File: src/rtl/op_token_queue_if.sv
// Token handshake bundle between operand fetch, the token queue and execute.
// slave is the queue side; master is the producer/consumer side.
interface op_token_queue_if #(
  parameter int DATA_W = 128,
  parameter int TAG_W  = 4
);
  logic              in_valid;
  logic              in_ready;
  logic [DATA_W-1:0] in_data;
  logic [TAG_W-1:0]  in_tag;
  logic              out_valid;
  logic              out_ready;
  logic [DATA_W-1:0] out_data;
  logic [TAG_W-1:0]  out_tag;
  logic              flush;
  logic [TAG_W-1:0]  flush_tag;

  modport slave (
    input  in_valid, in_data, in_tag,
    input  out_ready, flush, flush_tag,
    output in_ready, out_valid,
    output out_data, out_tag
  );

  modport master (
    output in_valid, in_data, in_tag,
    output out_ready, flush, flush_tag,
    input  in_ready, out_valid,
    input  out_data, out_tag
  );
endinterface

File: src/rtl/op_token_queue.sv
// Operand token queue between operand fetch and execute.
// Flushed tokens stay in place as dead entries and drain one per cycle.
module op_token_queue #(
  parameter int DEPTH  = 2,
  parameter int DATA_W = 128,
  parameter int TAG_W  = 4,
  localparam int CW    = $clog2(DEPTH + 1)
) (
  input  logic          clk,
  input  logic          reset,
  op_token_queue_if.slave q,
  output logic [CW-1:0] count
);
  localparam int PW =
    (DEPTH > 1) ? $clog2(DEPTH) : 1;
  localparam logic [PW-1:0] LAST =
    PW'(DEPTH - 1);
  localparam logic [CW-1:0] FULL =
    CW'(DEPTH);

  logic [DATA_W-1:0] data_q [DEPTH];
  logic [TAG_W-1:0]  tag_q  [DEPTH];
  logic [DEPTH-1:0]  live_q;
  logic [DEPTH-1:0]  live_d;
  logic [PW-1:0]     head_q;
  logic [PW-1:0]     tail_q;
  logic [CW-1:0]     count_q;
  logic [CW-1:0]     count_d;
  logic              nonempty;
  logic              head_live;
  logic              push;
  logic              pop;
  logic              drop;
  logic              deq;

  function automatic logic [PW-1:0] bump(
    input logic [PW-1:0] p
  );
    return (p == LAST) ? '0 : p + 1'b1;
  endfunction

  assign nonempty  = count_q != '0;
  assign head_live = live_q[head_q];

  assign q.in_ready  = count_q < FULL;
  assign q.out_valid = nonempty && head_live;
  assign q.out_data  =
    nonempty ? data_q[head_q] : '0;
  assign q.out_tag   =
    nonempty ? tag_q[head_q] : '0;
  assign count       = count_q;

  assign push = q.in_valid && q.in_ready;
  assign pop  = q.out_valid && q.out_ready;
  assign drop = nonempty && !head_live;
  assign deq  = pop || drop;

  // An incoming token is killed on the spot
  // if it already belongs to the stale stream.
  always_comb begin
    live_d = live_q;
    if (q.flush) begin
      for (int i = 0; i < DEPTH; i++) begin
        if (tag_q[i] != q.flush_tag)
          live_d[i] = 1'b0;
      end
    end
    if (push)
      live_d[tail_q] = !q.flush ||
        (q.in_tag == q.flush_tag);
  end

  always_comb begin
    count_d = count_q;
    unique case (1'b1)
      push && !deq: count_d = count_q + 1'b1;
      !push && deq: count_d = count_q - 1'b1;
      default:      count_d = count_q;
    endcase
  end

  always_ff @(posedge clk or negedge reset) begin
    if (!reset) begin
      head_q  <= '0;
      tail_q  <= '0;
      count_q <= '0;
      live_q  <= '0;
    end else begin
      live_q  <= live_d;
      count_q <= count_d;
      if (push) tail_q <= bump(tail_q);
      if (deq)  head_q <= bump(head_q);
    end
  end

  always_ff @(posedge clk) begin
    if (push) begin
      data_q[tail_q] <= q.in_data;
      tag_q[tail_q]  <= q.in_tag;
    end
  end
endmodule

File: src/flat_wrapper.sv
// flat-port wrapper written by rule: the top's interface ports become plain ports
module op_token_queue_flat 
#(
  parameter int DEPTH  = 2,
  parameter int DATA_W = 128,
  parameter int TAG_W  = 4,
  localparam int CW    = $clog2(DEPTH + 1)
)
  (clk, reset, count, q_in_valid, q_in_data, q_in_tag, q_out_ready, q_flush, q_flush_tag, q_in_ready, q_out_valid, q_out_data, q_out_tag);
  op_token_queue_if #(.DATA_W(DATA_W), .TAG_W(TAG_W)) q_i ();
  input  logic clk;
  input  logic reset;
  output logic [CW-1:0] count;
  input wire logic [$bits(q_i.in_valid)-1:0] q_in_valid;
  input wire logic [$bits(q_i.in_data)-1:0] q_in_data;
  input wire logic [$bits(q_i.in_tag)-1:0] q_in_tag;
  input wire logic [$bits(q_i.out_ready)-1:0] q_out_ready;
  input wire logic [$bits(q_i.flush)-1:0] q_flush;
  input wire logic [$bits(q_i.flush_tag)-1:0] q_flush_tag;
  output wire logic [$bits(q_i.in_ready)-1:0] q_in_ready;
  output wire logic [$bits(q_i.out_valid)-1:0] q_out_valid;
  output wire logic [$bits(q_i.out_data)-1:0] q_out_data;
  output wire logic [$bits(q_i.out_tag)-1:0] q_out_tag;
  assign q_i.in_valid = q_in_valid;
  assign q_i.in_data = q_in_data;
  assign q_i.in_tag = q_in_tag;
  assign q_i.out_ready = q_out_ready;
  assign q_i.flush = q_flush;
  assign q_i.flush_tag = q_flush_tag;
  assign q_in_ready = q_i.in_ready;
  assign q_out_valid = q_i.out_valid;
  assign q_out_data = q_i.out_data;
  assign q_out_tag = q_i.out_tag;
  op_token_queue #(.DEPTH(DEPTH), .DATA_W(DATA_W), .TAG_W(TAG_W)) u_core (.clk(clk), .reset(reset), .q(q_i), .count(count));
endmodule
File: config.mk
export PLATFORM = sky130hd
export DESIGN_NAME = op_token_queue_flat
export DESIGN_NICKNAME = d
export VERILOG_FILES = /design/src/rtl/op_token_queue_if.sv /design/src/rtl/op_token_queue.sv /design/src/flat_wrapper.sv
export SDC_FILE = /design/constraint.sdc
export NUM_CORES = 1
export LEC_CHECK = 0
export ABC_AREA = 1
export CORE_AREA = 4 4 178 180
export CTS_CLUSTER_DIAMETER = 50
export DETAILED_ROUTE_END_ITERATION = 10
export DIE_AREA = 0 0 182 184
export PLACE_DENSITY = 0.67
export SLEW_MARGIN = 20
export SYNTH_ARGS = -nofsm -noshare
export SYNTH_HDL_FRONTEND = slang
export SYNTH_SLANG_ARGS = --single-unit
File: constraint.sdc
create_clock -name clk -period 8.3 [get_ports clk]
set_clock_uncertainty 0.15 [all_clocks]
set_input_delay 0.83 -clock clk [delete_from_list [all_inputs] [get_ports clk]]
set_output_delay 0.83 -clock clk [all_outputs]
set_load 0.05 [all_outputs]
==> flow_metrics.env, run 1 <==
export IMPL_design_area_mm2=0.0144
export IMPL_grt_antenna_before_repair=0
export IMPL_wl_per_cell_um=16.8
export IMPL_setup_violations=0
export IMPL_syn_cell_area_mm2=0.0104
export IMPL_hp_class="flip-flop to flip-flop"
export IMPL_slew_viol_final=0
export IMPL_start_util_pct=34.3
export IMPL_cts_sinks=270
export IMPL_synth_top_area_share_pct=76.5
export IMPL_timing_final_crit_share_pct=57.4
export IMPL_synthFlopType="edfxtp_1"
export IMPL_yosysTopAreaCell="edfxtp_1"
export IMPL_n_fill_cell=2659
export IMPL_synthCells=806
export IMPL_n_antenna_cell=0
export IMPL_stdcell_count=1497
export IMPL_ys_top_cells_by_count="nand2_1, edfxtp_1, a21oi_1, buf_2, inv_1"
export IMPL_end_kind="primary output"
export IMPL_grt_use_total_pct=14.2
export IMPL_relSlewSlack_pct=31.9
export IMPL_fmax_ghz=0.210
export IMPL_gp_congestion=0.794
export IMPL_coreArea_mm2=0.0302
export IMPL_crit_required_ps=7320
export IMPL_placed_cell_area_mm2=0.0135
export IMPL_worstReg2RegEnd="u_core.data_q[0][85]"
export IMPL_cap_viol_max_count=0
export IMPL_die_h_um=184
export IMPL_final_hold_viol_count=0
export IMPL_dp_hpwl_mm=15.9
export IMPL_ys_types=19
export IMPL_critPathLaunch="u_core.head_q"
export IMPL_worst_r2r_path_depth=4
export IMPL_htreeDepth=1
export IMPL_yosysWarnings=0
export IMPL_via_count=6957
export IMPL_path_class="flip-flop to primary output"
export IMPL_clkTransAtPathRegs_ps=60
export IMPL_min_period_ps=4770
export IMPL_yosysSeqAreaShare_pct=77.9
export IMPL_drive_gt1_share_pct=5.09
export IMPL_avgSynthCellArea_um2=12.9
export IMPL_cp_arrival_ps=3790
export IMPL_powerDensity_mw_per_mm2=445
export IMPL_nets=1220
export IMPL_hold_buffers=0
export IMPL_std_cell_rows=64
export IMPL_ys_ff_latch=270
export IMPL_area_growth_pct=39.1
export IMPL_crit_fanout=71
export IMPL_drc=0
export IMPL_reg2reg_from="u_core.count[1]"
export IMPL_globalRouteOverflowTotal=0
export IMPL_worst_setup_path_start_kind="flip-flop"
export IMPL_first_iter_violations=390
export IMPL_drt_pass1_iter_count=5
export IMPL_ys_async_sr_fraction_pct=2.22
export IMPL_place_inst=1442
export IMPL_ff_latch_area_mm2=0.00808
export IMPL_die_area_mm2=0.0335
export IMPL_postCtsResizedCells=0
export IMPL_drt_total_wl_mm=25.1
export IMPL_cts_setup_buffers=0
export IMPL_synth_area_top_cells="edfxtp_1, nand2_1, a21oi_1, buf_2, dfrtp_1"
export IMPL_rsz0062_at_grt="no"
export IMPL_synth_fp_nets=948
export IMPL_status="finished clean"
export IMPL_cts_root_buffer="clkbuf_16"
export IMPL_cts_buffer_depth=3
export IMPL_setup_tns_final_ps=0
export IMPL_multi_input_area_mm2=0.00196
export IMPL_clock_latency_ps=530
export IMPL_die_w_um=182
export IMPL_vdd_drop_max_mv=0.289
export IMPL_tightest_slew_ps=1020
export IMPL_ios=277
export IMPL_synth_edf_count=264
export IMPL_rrSetupSlack_ps=5600
export IMPL_grt_pass1_vias=7097
export IMPL_portBuffers=276
export IMPL_p_leak_uw=0.00516
export IMPL_ant_nets=0
export IMPL_grt_pass1_wl_mm=38.6
export IMPL_grt_max_degree=97
export IMPL_yosys_cell_count_top_type="nand2_1"
export IMPL_cts_tree="yes"
export IMPL_worstSetupEndpoint="q_out_data[18]"
export IMPL_cts_buffers=30
export IMPL_drt_vias_per_instance=4.65
-- cells by family (layout without fill, tap and decap cells) --
logic type                 after synthesis  in the layout  synth area share, %
xor gates and xnor gates                 2              2                0.169
DFF                                    270            270                 77.9
and+or+nand+nor                        322            322                 11.7
buffers and inverters                   70            365                 3.22
AOI/OAI and AO/OA                      141            141                 6.84
adders and majority gates                1              1                0.121
-- sequential cells by signal, summed over array words and instances (netlist names) --
register,flops
u_core.count,2
u_core.data_q,256
u_core.tag_q,8
u_core.live_q,2
u_core.tail_q,1
u_core.head_q,1
-- placed cells by master (no fill, tap or decap), types with 5 or more instances in the layout --
cell type and instances:
nand2_1 312, clkdlybuf4s50_1 276, edfxtp_1 264, a21oi_1 133, clkbuf_16 31, inv_1 24
clkinv_1 10, nor2_1 7, o21ai_0 6, buf_4 6, dfrtp_1 5
-- metal layers --
layer | share of wire [%] | global-route usage [%] | vias to the layer above | wire, µm
met5 | 0 | 0 | - | 0
met4 | 2.6 | 3.75 | 0 | 661
met3 | 9.2 | 5.07 | 45 | 2300
met2 | 48 | 23.7 | 252 | 12000
met1 | 40 | 17.8 | 3317 | 10100
li1 | - | - | 3343 | -
-- how the worst min path moves through the flow --
| stage | start | end | slack (ps) | cells past startpoint |
|---|---|---|---|---|
| 2_1_floorplan | u_core.tail_q | u_core.tail_q | 290 | 2 |
| 3_3_place_gp | u_core.tail_q | u_core.tail_q | 310 | 2 |
| 3_5_place_dp | u_core.tail_q | u_core.tail_q | 320 | 2 |
| 4_1_cts | u_core.tail_q | u_core.tail_q | 340 | 2 |
| 5_1_grt | u_core.tail_q | u_core.tail_q | 360 | 2 |
| 6_report | u_core.tail_q | u_core.tail_q | 330 | 2 |
-- per-stage QoR --
stage | power, µW | worst slack [ps] | util [%] | hold slack [ps]
6_report | 6420 | 3530 | 47.8 | 333
5_1_grt | 6710 | 3300 | 47.8 | 358
4_1_cts | 6490 | 3490 | 47.8 | 337
3_5_place_dp | 5220 | 4080 | 44.6 | 317
3_3_place_gp | 5200 | 4050 | 44.6 | 308
2_1_floorplan | 4130 | 740 | - | 292
-- critical path, stage by stage (launching register included) --
cell and delay, ps:
dfrtp_4 680, inv_4 570, buf_4 730, nand2_1 110, a21oi_1 220, clkdlybuf4s50_1 860
-- cell type report --
type | instances | area share, %
Sequential cell | 270 | 56.0
Timing Repair Buffer | 283 | 19.5
Multi-Input combinational cell | 466 | 13.6
Clock buffer | 34 | 5.46
Tap cell | 396 | 3.43
Clock inverter | 21 | 1.17
Inverter | 27 | 0.755
-- power breakdown --
group / switching (µW) / total, µW / leakage, µW / internal, µW
combinational: 2340 / 3280 / 0.00220 / 934
clock: 513 / 1260 / 0.000458 / 742
sequential: 94.5 / 1880 / 0.00250 / 1790
(Power assumes the default switching activity.)
==> run 2, diff against run 1 <==
Settings changed: PLACE_DENSITY 0.67 to 0.69.
Clock period 8.3 ns to 3.8 ns, I/O delays scaled along.
==> run 2 against run 1 <==
Compared with the run above:
- clock-buffer cell count increased by 3
- sequential share of layout area hardly changed
- register-to-register slack worse by 4000 ps
- largest cell class unchanged
- highest routed layer is now met5
- critical path type unchanged
==> flow_metrics.env, run 2 (synthesis results as in run 1) <==
export IMPL_rrSetupSlack_ps=1580
export IMPL_final_hold_viol_count=0
export IMPL_min_period_ps=3340
export IMPL_whs_ps=255
export IMPL_crit_fanout=35
export IMPL_start_util_pct=34.3
export IMPL_worst_r2r_path_depth=4
export IMPL_htreeDepth=1
export IMPL_nets=1225
export IMPL_grt_antenna_before_repair=2
export IMPL_cts_tree="yes"
export IMPL_setup_tns_final_ps=0
export IMPL_largest_register_ffs=256
export IMPL_status="finished clean"
export IMPL_std_cell_rows=64
export IMPL_drc=0
export IMPL_vdd_drop_max_mv=0.810
export IMPL_timing_final_crit_share_pct=87.8
export IMPL_hold_start="q_in_data[58]"
export IMPL_dp_hpwl_mm=16.0
export IMPL_crit_required_ps=3270
export IMPL_rsz0062_at_grt="no"
export IMPL_drt_pass1_iter_count=5
export IMPL_ios=277
export IMPL_hold_end="u_core.data_q[1][58]"
export IMPL_via_count=7081
export IMPL_area_growth_pct=39.2
export IMPL_reg_top3="u_core.data_q (256), u_core.tag_q (8)"
export IMPL_p_leak_uw=0.00530
export IMPL_die_w_um=182
export IMPL_clock_latency_ps=540
export IMPL_drt_total_wl_mm=25.7
export IMPL_powerDensity_mw_per_mm2=982
export IMPL_layout_commonest_cell="nand2_1"
export IMPL_first_iter_violations=457
export IMPL_largest_register="u_core.data_q"
export IMPL_cts_root_buffer="clkbuf_16"
export IMPL_wl_per_cell_um=17.1
export IMPL_cp_arrival_ps=2810
export IMPL_grt_max_degree=138
export IMPL_grt_pass1_wl_mm=39.0
export IMPL_hp_class="input pin to flip-flop"
export IMPL_end_kind="primary output"
export IMPL_die_h_um=184
export IMPL_worstReg2RegEnd="u_core.data_q[0][94]"
export IMPL_dp_slack_ps=998
export IMPL_holdPathStages=1
export IMPL_cts_buffer_depth=3
export IMPL_path_class="flip-flop to primary output"
export IMPL_final_cell_mix="nand2_1, edfxtp_1, clkdlybuf4s50_1"
export IMPL_grt_use_total_pct=14.5
export IMPL_cts_buffers=31
export IMPL_finalCoreUtilization_pct=47.8
export IMPL_clkTransAtPathRegs_ps=60
export IMPL_setup_violations=0
export IMPL_cts_sinks=270
export IMPL_fmax_ghz=0.300
export IMPL_relSlewSlack_pct=47.7
export IMPL_ant_nets=0
export IMPL_globalRouteOverflowTotal=0
export IMPL_drt_vias_per_instance=4.71
export IMPL_coreArea_mm2=0.0302
export IMPL_gp_congestion=0.797
export IMPL_crit_chain="inv_4 > buf_4 > nand2_1 > a21oi_1 > clkdlybuf4s50_1"
export IMPL_die_area_mm2=0.0335
export IMPL_reg2reg_from="u_core.count[1]"
export IMPL_slew_viol_final=0
export IMPL_grt_pass1_vias=7030
export IMPL_tightest_slew_ps=785
export IMPL_setup_slack_ps=464
export IMPL_portBuffers=276
export IMPL_cpPeakStageDelay_ps=830
export IMPL_drive_gt1_share_pct=11.8
export IMPL_worst_setup_path_start_kind="flip-flop"
export IMPL_critPathSlowestCell="clkdlybuf4s50_1"
export IMPL_cap_viol_max_count=0
==> run 2: critical path, delay by kind of cell (launching register included) <==
| family | cells | cell delay, ps |
|---|---|---|
| buffers and inverters | 3 | 1490 |
| DFF | 1 | 500 |
| AOI/OAI and AO/OA | 1 | 170 |
| and+or+nand+nor | 1 | 100 |
==> run 2: layout make-up <==
| type | count | area (µm²) |
|---|---|---|
| repair buffers | 287 | 2760 |
| diodes | 1 | 2.50 |
| multi-input cells | 466 | 1960 |
| inverters | 27 | 111 |
| fillers | 2647 | 15800 |
| clock buffers | 37 | 798 |
| well taps | 396 | 495 |
| clock inverters | 19 | 216 |
| flip-flops and latches | 270 | 8080 |
==> run 2: through the flow <==
step / instance area (µm²) / std cells / power, µW
2_1_floorplan: 10400 / 806 / 8980
3_3_place_gp: 13400 / 1445 / 11300
3_5_place_dp: 13400 / 1445 / 11400
4_1_cts: 14400 / 1502 / 14300
5_1_grt: 14400 / 1503 / 14800
6_report: 14400 / 1503 / 14200
==> run 2: repair_timing <==
action                                 CTS  global route
endpoints found under the hold margin    6             0
hold buffers                             1             0
setup buffers                            0             0
resized for setup                        0             0
==> run 2: power by group <==
group	switching (µW)	internal, µW
clock network	1150	1770
registers	144	3910
logic	5230	1970
total	6530	7640
==> run 2: worst max path at each step <==
stage | from | to | slack, ps | cells after the start
6_report | u_core.head_q | q_out_data[118] | 460 | 5
5_1_grt | u_core.head_q | q_out_data[118] | 270 | 5
2_1_floorplan | u_core.count[1] | u_core.data_q[0][0] | 100 | 3
4_1_cts | u_core.head_q | q_out_data[118] | 370 | 5
3_5_place_dp | u_core.head_q | q_out_data[118] | 1000 | 5
3_3_place_gp | u_core.head_q | q_out_data[97] | 1010 | 5
==> run 2: per-layer routing <==
layer	global-route usage, %	vias up	share of wire, %
met1	18.9	3383	41
met4	4.14	2	2.8
li1	-	3355	-
met5	0	-	0.031
met2	23.9	283	48
met3	4.12	58	9.0
==> run 3, diff against run 2 <==
Settings changed: CTS_BUF_LIST from default to sky130_fd_sc_hd__clkbuf_2.
==> run 3 against run 2 <==
Compared with the run above:
- via count up 11%
- critical endpoint is now q_out_data[40]
- maximum frequency down 6.0%
- core utilization up 3.2 points
- sequential share of layout area down 3.5 points
- critical path depth unchanged
- worst setup slack worse by 210 ps
- first-iteration DRC count down 7.4%
==> flow_metrics.env, run 3 (synthesis results as in run 1) <==
export IMPL_p_clk_share_pct=15.5
export IMPL_vdd_drop_max_mv=0.768
export IMPL_ant_nets=0
export IMPL_die_w_um=182
export IMPL_cts_root_buffer="clkbuf_2"
export IMPL_largest_register="u_core.data_q"
export IMPL_n_antenna_cell=0
export IMPL_timing_final_crit_share_pct=93.3
export IMPL_layout_commonest_cell="nand2_1"
export IMPL_cpPeakStageDelay_ps=850
export IMPL_dp_hpwl_mm=16.0
export IMPL_critPathSlowestCell="clkdlybuf4s50_1"
export IMPL_slew_viol_final=0
export IMPL_final_hold_viol_count=0
export IMPL_fmax_ghz=0.282
export IMPL_relSlewSlack_pct=39.5
export IMPL_via_count=7853
export IMPL_grt_pass1_vias=8169
export IMPL_setup_violations=0
export IMPL_power_uw=13500
export IMPL_cts_sinks=270
export IMPL_stdcell_count=1692
export IMPL_nets=1397
export IMPL_met2_wirelength_mm=13.7
export IMPL_cts_buffer_depth=3
export IMPL_die_h_um=184
export IMPL_drc=0
export IMPL_powerDensity_mw_per_mm2=876
export IMPL_cap_viol_max_count=0
export IMPL_hp_class="input pin to flip-flop"
export IMPL_drive_gt1_share_pct=14.7
export IMPL_reg_top3="u_core.data_q (256), u_core.tag_q (8)"
export IMPL_worst_setup_path_start_kind="flip-flop"
export IMPL_status="finished clean"
export IMPL_placed_cell_area_mm2=0.0134
export IMPL_grt_max_degree=138
export IMPL_n_fill_cell=2534
export IMPL_rsz0062_at_grt="no"
export IMPL_drt_met1_wl_mm=11.0
export IMPL_grt_pass1_wl_mm=42.6
export IMPL_std_cell_rows=64
export IMPL_portBuffers=276
export IMPL_start_util_pct=34.3
export IMPL_cts_setup_buffers=0
export IMPL_pwr_share_comb_pct=54.5
export IMPL_htreeDepth=3
export IMPL_switching_share_pct=48.7
export IMPL_grt_use_total_pct=15.9
export IMPL_globalRouteOverflowTotal=0
export IMPL_tightest_slew_ps=908
export IMPL_largest_register_ffs=256
export IMPL_drt_total_wl_mm=27.8
export IMPL_clock_latency_ps=810
export IMPL_cp_arrival_ps=3020
export IMPL_intPower_uw=6910
export IMPL_p_leak_uw=0.00586
export IMPL_worst_r2r_path_depth=4
export IMPL_crit_required_ps=3270
export IMPL_area_growth_pct=48.4
export IMPL_ios=277
export IMPL_crit_fanout=35
export IMPL_seq_power_share_pct=30.0
export IMPL_p_sw_uw=6570
export IMPL_multi_input_area_mm2=0.00196
export IMPL_grt_antenna_before_repair=1
export IMPL_path_class="flip-flop to primary output"
export IMPL_clkTransAtPathRegs_ps=90
export IMPL_end_kind="primary output"
export IMPL_wl_met3_mm=2.34
export IMPL_holdPathStages=1
export IMPL_place_inst=1445
export IMPL_top_layer_used="met5"
export IMPL_first_iter_violations=423
export IMPL_gp_congestion=0.797
export IMPL_drt_vias_per_instance=4.64
export IMPL_cts_tree="yes"
export IMPL_setup_tns_final_ps=0
export IMPL_coreArea_mm2=0.0302
export IMPL_min_period_ps=3550
export IMPL_ff_latch_area_mm2=0.00808
export IMPL_die_area_mm2=0.0335
export IMPL_cts_buffers=72
export IMPL_crit_chain="inv_4 > buf_4 > nand2_1 > a21oi_1 > clkdlybuf4s50_1"
export IMPL_design_area_mm2=0.0154
export IMPL_final_cell_mix="nand2_1, edfxtp_1, clkdlybuf4s50_1"
export IMPL_drt_pass1_iter_count=5
export IMPL_wl_per_cell_um=16.4
run 3: layout make-up:
type	count	area share, %
Timing Repair Buffer	418	26.5
Clock buffer	99	3.22
Inverter	27	0.724
Tap cell	396	3.22
Multi-Input combinational cell	466	12.8
Sequential cell	270	52.5
Clock inverter	16	1.11
run 3: timing repair:
action	in CTS	in global routing
setup endpoints to repair	0	1
hold buffers	132	0
gates resized for setup	0	1
endpoints found under the hold margin	267	0
run 3: critical path: cells and delay by family (launching register included):
family	cells	cell delay, ps
AND/OR/NAND/NOR	1	80
buffers and inverters	3	1510
AO/OA/AOI/OAI	1	180
flip-flops	1	510
run 3: metal layers:
metal / global-route usage, % / vias up
li1: - / 3732
met1: 19.0 / 3712
met2: 26.9 / 344
met3: 4.93 / 63
met4: 6.57 / 2
met5: 0 / -
run 3: path summary, 6_finish.rpt:
path | startpoint | to | slack [ps]
hold reg to reg | u_core.tail_q | u_core.tail_q | 330
hold / removal | q_in_data[33] | u_core.data_q[1][33] | 120
setup / recovery | u_core.head_q | q_out_data[40] | 250
max in group asynchronous | reset | u_core.head_q | 2940
min in group asynchronous | reset | u_core.live_q[1] | 250
setup reg to reg | u_core.count[1] | u_core.data_q[0][10] | 1560
run 3: power groups by stage:
stage	registers, µW	clock network, µW	logic (µW)
4_1_cts	4040	2170	7390
6_report	4050	2090	7360
2_1_floorplan	4140	0	4840
3_5_place_dp	4110	0	7250
3_3_place_gp	4090	0	7230
5_1_grt	4090	2350	7740
run 3: stage by stage:
step,utilization [%],hold slack [ps],setup slack (ps)
floorplan,-,-65.6,102
global placement,44.4,305,1010
detailed placement,44.4,315,998
CTS,51.0,4.87,111
global route,51.0,3.65,15.0
finish,51.0,117,253
